$ cat src/rtl/respondedor_bus_datos.sv
// Data-side bus responder for the single-cycle core: word RAM plus an I/O page
// with LEDs, a sticky button latch and a prescaled timer with compare flag.
module respondedor_bus_datos #(
  parameter int          PALABRAS = 128,
  parameter logic [31:0] BASE_IO  = 32'h0000_1000,
  parameter int          PRESC    = 4,
  parameter int          NBOTONES = 4
) (
  input  logic                clk,
  input  logic                rst,
  input  logic                memWr,
  input  logic                memRd,
  input  logic [31:0]         direc,
  input  logic [31:0]         datoEscr,
  input  logic [NBOTONES-1:0] botones,
  output logic [31:0]         datoLect,
  output logic [7:0]          leds,
  output logic                irqTimer
);

  localparam int          AW          = (PALABRAS > 1) ? $clog2(PALABRAS) : 1;
  localparam int          PW          = (PRESC > 1) ? $clog2(PRESC) : 1;
  localparam logic [31:0] RAM_BYTES   = 32'(PALABRAS * 4);
  localparam logic [PW-1:0] PRESC_MAX = PW'(PRESC - 1);
  localparam logic [29:0] A_BOTONES   = BASE_IO[31:2] + 30'd0;
  localparam logic [29:0] A_TIMER     = BASE_IO[31:2] + 30'd1;
  localparam logic [29:0] A_CMP       = BASE_IO[31:2] + 30'd2;
  localparam logic [29:0] A_STATUS    = BASE_IO[31:2] + 30'd3;
  localparam logic [29:0] A_LEDS      = BASE_IO[31:2] + 30'd4;

  logic [31:0]         mem_q [PALABRAS];
  logic [NBOTONES-1:0] sync1_q, sync2_q, sync3_q, latch_q, latch_d;
  logic [PW-1:0]       presc_q, presc_d;
  logic [31:0]         timer_q, timer_d, cmp_q, cmp_d;
  logic                status_q, status_d;
  logic [7:0]          leds_q, leds_d;

  logic          in_ram_s, sel_bot_s, sel_tim_s, sel_cmp_s, sel_sta_s, sel_led_s;
  logic          tick_s, match_s;
  logic [AW-1:0] ram_idx_s;
  logic [NBOTONES-1:0] rise_s;
  logic [31:0]   rd_s;

  assign in_ram_s  = (direc < RAM_BYTES);
  assign ram_idx_s = direc[AW+1:2];
  assign sel_bot_s = (direc[31:2] == A_BOTONES);
  assign sel_tim_s = (direc[31:2] == A_TIMER);
  assign sel_cmp_s = (direc[31:2] == A_CMP);
  assign sel_sta_s = (direc[31:2] == A_STATUS);
  assign sel_led_s = (direc[31:2] == A_LEDS);

  assign rise_s  = sync2_q & ~sync3_q;
  assign tick_s  = (presc_q == PRESC_MAX);
  // A TIMER store suppresses tick processing, including the compare match.
  assign match_s = tick_s & ~(memWr & sel_tim_s) & (timer_q == cmp_q);

  // RAM write port; contents survive reset, stores during reset are dropped
  always_ff @(posedge clk) begin
    if (memWr && !rst && in_ram_s) begin
      mem_q[ram_idx_s] <= datoEscr;
    end
  end

  // Same-cycle read mux; narrow fields zero-extend, unmapped reads give zero
  always_comb begin
    rd_s = 32'h0000_0000;
    if (in_ram_s) begin
      rd_s = mem_q[ram_idx_s];
    end else if (sel_bot_s) begin
      rd_s = 32'(latch_q);
    end else if (sel_tim_s) begin
      rd_s = timer_q;
    end else if (sel_cmp_s) begin
      rd_s = cmp_q;
    end else if (sel_sta_s) begin
      rd_s = {31'd0, status_q};
    end else if (sel_led_s) begin
      rd_s = {24'd0, leds_q};
    end else begin
      rd_s = 32'h0000_0000;
    end
  end

  // Next-state logic for the I/O page registers
  always_comb begin
    latch_d  = ((memRd && sel_bot_s) ? {NBOTONES{1'b0}} : latch_q) | rise_s;
    cmp_d    = (memWr && sel_cmp_s) ? datoEscr : cmp_q;
    leds_d   = (memWr && sel_led_s) ? datoEscr[7:0] : leds_q;
    timer_d  = timer_q;
    presc_d  = presc_q;
    status_d = status_q;
    if (memWr && sel_tim_s) begin
      timer_d = datoEscr;
      presc_d = {PW{1'b0}};
    end else begin
      presc_d = tick_s ? {PW{1'b0}} : presc_q + {{(PW-1){1'b0}}, 1'b1};
      if (match_s) begin
        timer_d = 32'h0000_0000;
      end else if (tick_s) begin
        timer_d = timer_q + 32'd1;
      end else begin
        timer_d = timer_q;
      end
    end
    // Match-set wins over a coincident write-one-to-clear.
    if (match_s) begin
      status_d = 1'b1;
    end else if (memWr && sel_sta_s && datoEscr[0]) begin
      status_d = 1'b0;
    end else begin
      status_d = status_q;
    end
  end

  // State registers with asynchronous reset
  always_ff @(posedge clk or posedge rst) begin
    if (rst) begin
      sync1_q  <= {NBOTONES{1'b0}};
      sync2_q  <= {NBOTONES{1'b0}};
      sync3_q  <= {NBOTONES{1'b0}};
      latch_q  <= {NBOTONES{1'b0}};
      presc_q  <= {PW{1'b0}};
      timer_q  <= 32'h0000_0000;
      cmp_q    <= 32'hFFFF_FFFF;
      status_q <= 1'b0;
      leds_q   <= 8'h00;
    end else begin
      sync1_q  <= botones;
      sync2_q  <= sync1_q;
      sync3_q  <= sync2_q;
      latch_q  <= latch_d;
      presc_q  <= presc_d;
      timer_q  <= timer_d;
      cmp_q    <= cmp_d;
      status_q <= status_d;
      leds_q   <= leds_d;
    end
  end

  assign datoLect = rd_s;
  assign leds     = leds_q;
  assign irqTimer = status_q;

endmodule

$ cat config.mk
export PLATFORM = sky130hd
export DESIGN_NAME = respondedor_bus_datos
export DESIGN_NICKNAME = d
export VERILOG_FILES = /design/src/rtl/respondedor_bus_datos.sv
export SDC_FILE = /design/constraint.sdc
export NUM_CORES = 2
export LEC_CHECK = 0
export CORE_UTILIZATION = 45
export CTS_CLUSTER_SIZE = 24
export DETAILED_ROUTE_END_ITERATION = 6
export MAX_ROUTING_LAYER = met4
export PLACE_DENSITY = 0.6
export SETUP_SLACK_MARGIN = 0.4
export SYNTH_ARGS = -nofsm -noshare
export SYNTH_HDL_FRONTEND = slang
export SYNTH_SLANG_ARGS = --single-unit
export TNS_END_PERCENT = 10
$ cat constraint.sdc
create_clock -name clk -period 7.65 [get_ports clk]
set_input_delay 1.53 -clock clk [delete_from_list [all_inputs] [get_ports clk]]
set_output_delay 1.53 -clock clk [all_outputs]
set_load 0.01 [all_outputs]
==> key figures <==
Run status
  • Outcome: finished with violations
  • Failing checks: design-rule violations, max-capacitance violations, max-slew violations, negative setup slack

Place
  • DP HPWL: between 300,000 and 400,000 µm
  • RD Place Congestion: a little under 1
  • Placed instance area: ~170,000 µm²
  • Number of port buffers: 110

Power and ir drop
  • P per Cell Area: 257 nW/µm²
  • Pleak: 0.0593 µW
  • Max IR drop VDD: 296 µV

STA
  • Final WS setup: -0.0265 ns
  • Final Max Slew Viols: 1
  • RSZ-0062 raised after global routing: yes
  • Clk_skew: 0.0371 ns
  • Period utilization: 1.00
  • Hold Vio Cnt, Final: 0
  • Min Tclk post-route: roughly 7.7 ns
  • Slew Limit Headroom: -0.00292
  • Worst Tran Pin Value: roughly 1.5 ns
  • FMAX: 0.130 GHz
  • Setup violations, final: 1

Die
  • Initial Utilization: 0.453
  • Core box area: 353,000 µm²
  • Die height: 598 µm
  • Die Width: 598 µm
  • Die Area: 358,000 µm²
  • Row count: between 200 and 250
  • # IOs: 113

Min path
  • Path category of the worst min-delay check: reg -> reg
  • Hold depth: 0

Synthesis
  • Sequential-to-total area share from yosys stat: 0.783
  • Mapped Cells: 8,980
  • Synth Area in XOR/XNOR: 0.00186
  • Mapped Area: 160,000 µm²
  • Synth cell types: 89
  • FFs w/ async S/R, synth: 0.0217
  • Compound-Gate Fraction of Synth Area: 0.113
  • Simple-gate share of the synthesized area: 0.0296
  • Synth Area in Adders: 0.000156
  • Syn nets: 9,054
  • Register bit total from synthesis: 4,187
  • Most used DFF post-synth: edfxtp_1
  • Synthesized area per cell: 17.8 µm²
  • Synth top area share: 0.769
  • Synth warn: 0
  • Synth area leader: edfxtp_1
  • Top cells by area, synth: edfxtp_1, a22oi_1, mux2_2, a221oi_1, mux2i_1
  • Largest family of logic cells by synthesized area: compound AO/OA/AOI/OAI gates
  • Mux cell area share after synthesis: 0.0530
  • Number of flops mapped to enable cells by yosys: between 4,000 and 5,000

Routing
  • Post-DR wirelength/cell: 40.9 µm
  • Post-DR vias/cell: 6.77
  • Total Wirelength: between 600,000 and 700,000 µm
  • Routed Antenna Nets: 0
  • 1st-iter DRT viols: 18,700
  • Vias: 101,000
  • DRC viols: 3
  • Total iterations of the first detailed-routing run: 7

Global routing
  • GRT overflow: 0
  • Vias in the first global route: ~93,000
  • Antenna violations before repair: 78
  • Largest net degree at the start of global routing: 85
  • First-pass GRT wire length: 816,000 µm
  • GRT Util Overall: 0.345

Setup path
  • Reg2Reg Depth: 7
  • Worst EP arrival: 6.15 ns
  • Worst Path Required: about 6.1 ns
  • CP Class: in -> out
  • Critical path fanouts, max: 28
  • CP Launch Type: input port
  • Crit end category: output port

CTS
  • CTS root buffer: clkbuf_16
  • Htree depth: 5
  • CTS Buffer Depth: 4
  • CTS Sinks: ~4,200
  • Clk slew on worst S/H paths: ~0.060 ns
  • Hold buffer count at cts: 0
  • CTS tree: built
  • CTS Buf Count: 414
  • Later-pin clock latency in the skew report: a little over 1 ns

Layout
  • Nets: between 9,000 and 10,000
  • Finished Cell Area: 187,000 µm²
  • Filler cells: 27,700
  • Layout cell share with drive strength beyond 1: 0.215
  • Final Util: 0.530
  • Area grow syn2layout: 16.9%

Flow run
  • Max cap viols: 1
worst max-delay path, cell delays in order:
cell and delay [ns]:
buf_8 0.43, buf_12 0.27, nor3b_4 0.08, buf_12 0.20, buf_12 0.18, a22o_1 0.29
a2111oi_0 0.62, buf_4 0.23, a41oi_1 0.05, buf_4 0.17, a311oi_1 0.81, and4_1 0.46
o21ai_0 0.13, clkdlybuf4s50_1 0.50
per-stage QoR:
step	hold WS [ns]	setup WS, ns	total power [µW]	setup TNS, ns	std cells
floorplan	0.331	1.48	26700	0	8980
global placement	0.336	-0.426	28500	-0.426	14100
detailed placement	0.335	-0.366	28500	-0.380	14100
CTS	0.348	0.212	48000	0	14900
global route	0.352	0.141	48900	0	14900
finish	0.347	-0.0265	48100	-0.0265	14900
synthesized netlist by cell type (68+ instances only):
master,instances
edfxtp_1,4096
a22oi_1,694
a221oi_1,385
nor2_1,341
mux2_2,332
mux2i_1,318
buf_2,282
nand2_1,279
a21oi_1,266
o21ai_0,229
clkbuf_1,218
a22o_1,130
a31oi_1,105
a221o_1,87
buf_1,69
mux4_2,68
per-layer routing:
layer / wire length [µm] / global-route usage
met2: 266000 / 0.493
met1: 222000 / 0.457
met5: 0 / -
met3: 86000 / 0.0913
met4: 35700 / 0.171
worst paths after layout:
check | startpoint | endpoint | slack, ns
max | direc[4] | datoLect[16] | -0.03
min | sync1_q[2] | sync2_q[2] | 0.35
max reg2reg | timer_q[12] | timer_q[6] | 4.30
min reg2reg | sync1_q[2] | sync2_q[2] | 0.35
max in group asynchronous | rst | timer_q[23] | 5.55
min in group asynchronous | rst | timer_q[25] | 0.84
state kept, by name, summed over array words and instances (netlist names):
register	cells
timer_q	32
leds	8
sync2_q	4
cmp_q	32
sync1_q	4
sync3_q	4
latch_q	4
presc_q	2
irqTimer	1
mem_q	4096
where the power goes:
group / switching, µW / leakage (µW) / internal [µW] / total (µW)
combinational: 2160 / 0.0151 / 801 / 2960
clock: 8880 / 0.00634 / 11100 / 20000
sequential: 1.08 / 0.0379 / 25200 / 25200
total: 11000 / 0.0593 / 37100 / 48100
area by class of cell:
| type | instances | area, µm² | share of cell area |
|---|---|---|---|
| clock buffer | 510 | 10800 | 0.0576 |
| antenna | 63 | 158 | 0.000843 |
| clock inverter | 246 | 2230 | 0.0119 |
| timing repair buffer | 1035 | 9780 | 0.0523 |
| tap | 4730 | 5920 | 0.0316 |
| sequential | 4187 | 125000 | 0.670 |
| inverter | 18 | 85.1 | 0.000455 |
| multi-input combinational | 4131 | 32800 | 0.175 |
repair_timing:
action	4_1_cts	5_1_grt
endpoints found under the setup margin	14	24
pin swaps	1	2
setup buffers	3	3
gates resized for setup	5	2
layout by cell type (no fill, tap or decap), types with 210 or more instances in the layout:
cell	count
a22oi_1	694
mux2_2	332
buf_4	815
nor2_1	210
o21ai_0	227
edfxtp_1	4096
a221oi_1	385
mux2i_1	318
a21oi_1	265
nand2_1	268
clkbuf_16	417
kinds of logic after synthesis:
group / Yosys count
adders and majority gates: 2
xor gates and xnor gates: 34
DFF: 4187
buffers and inverters: 662
AOI/OAI and AO/OA: 2401
and+or+nand+nor: 974
muxes: 720
No activity file was read; power rests on OpenSTA's default activity.
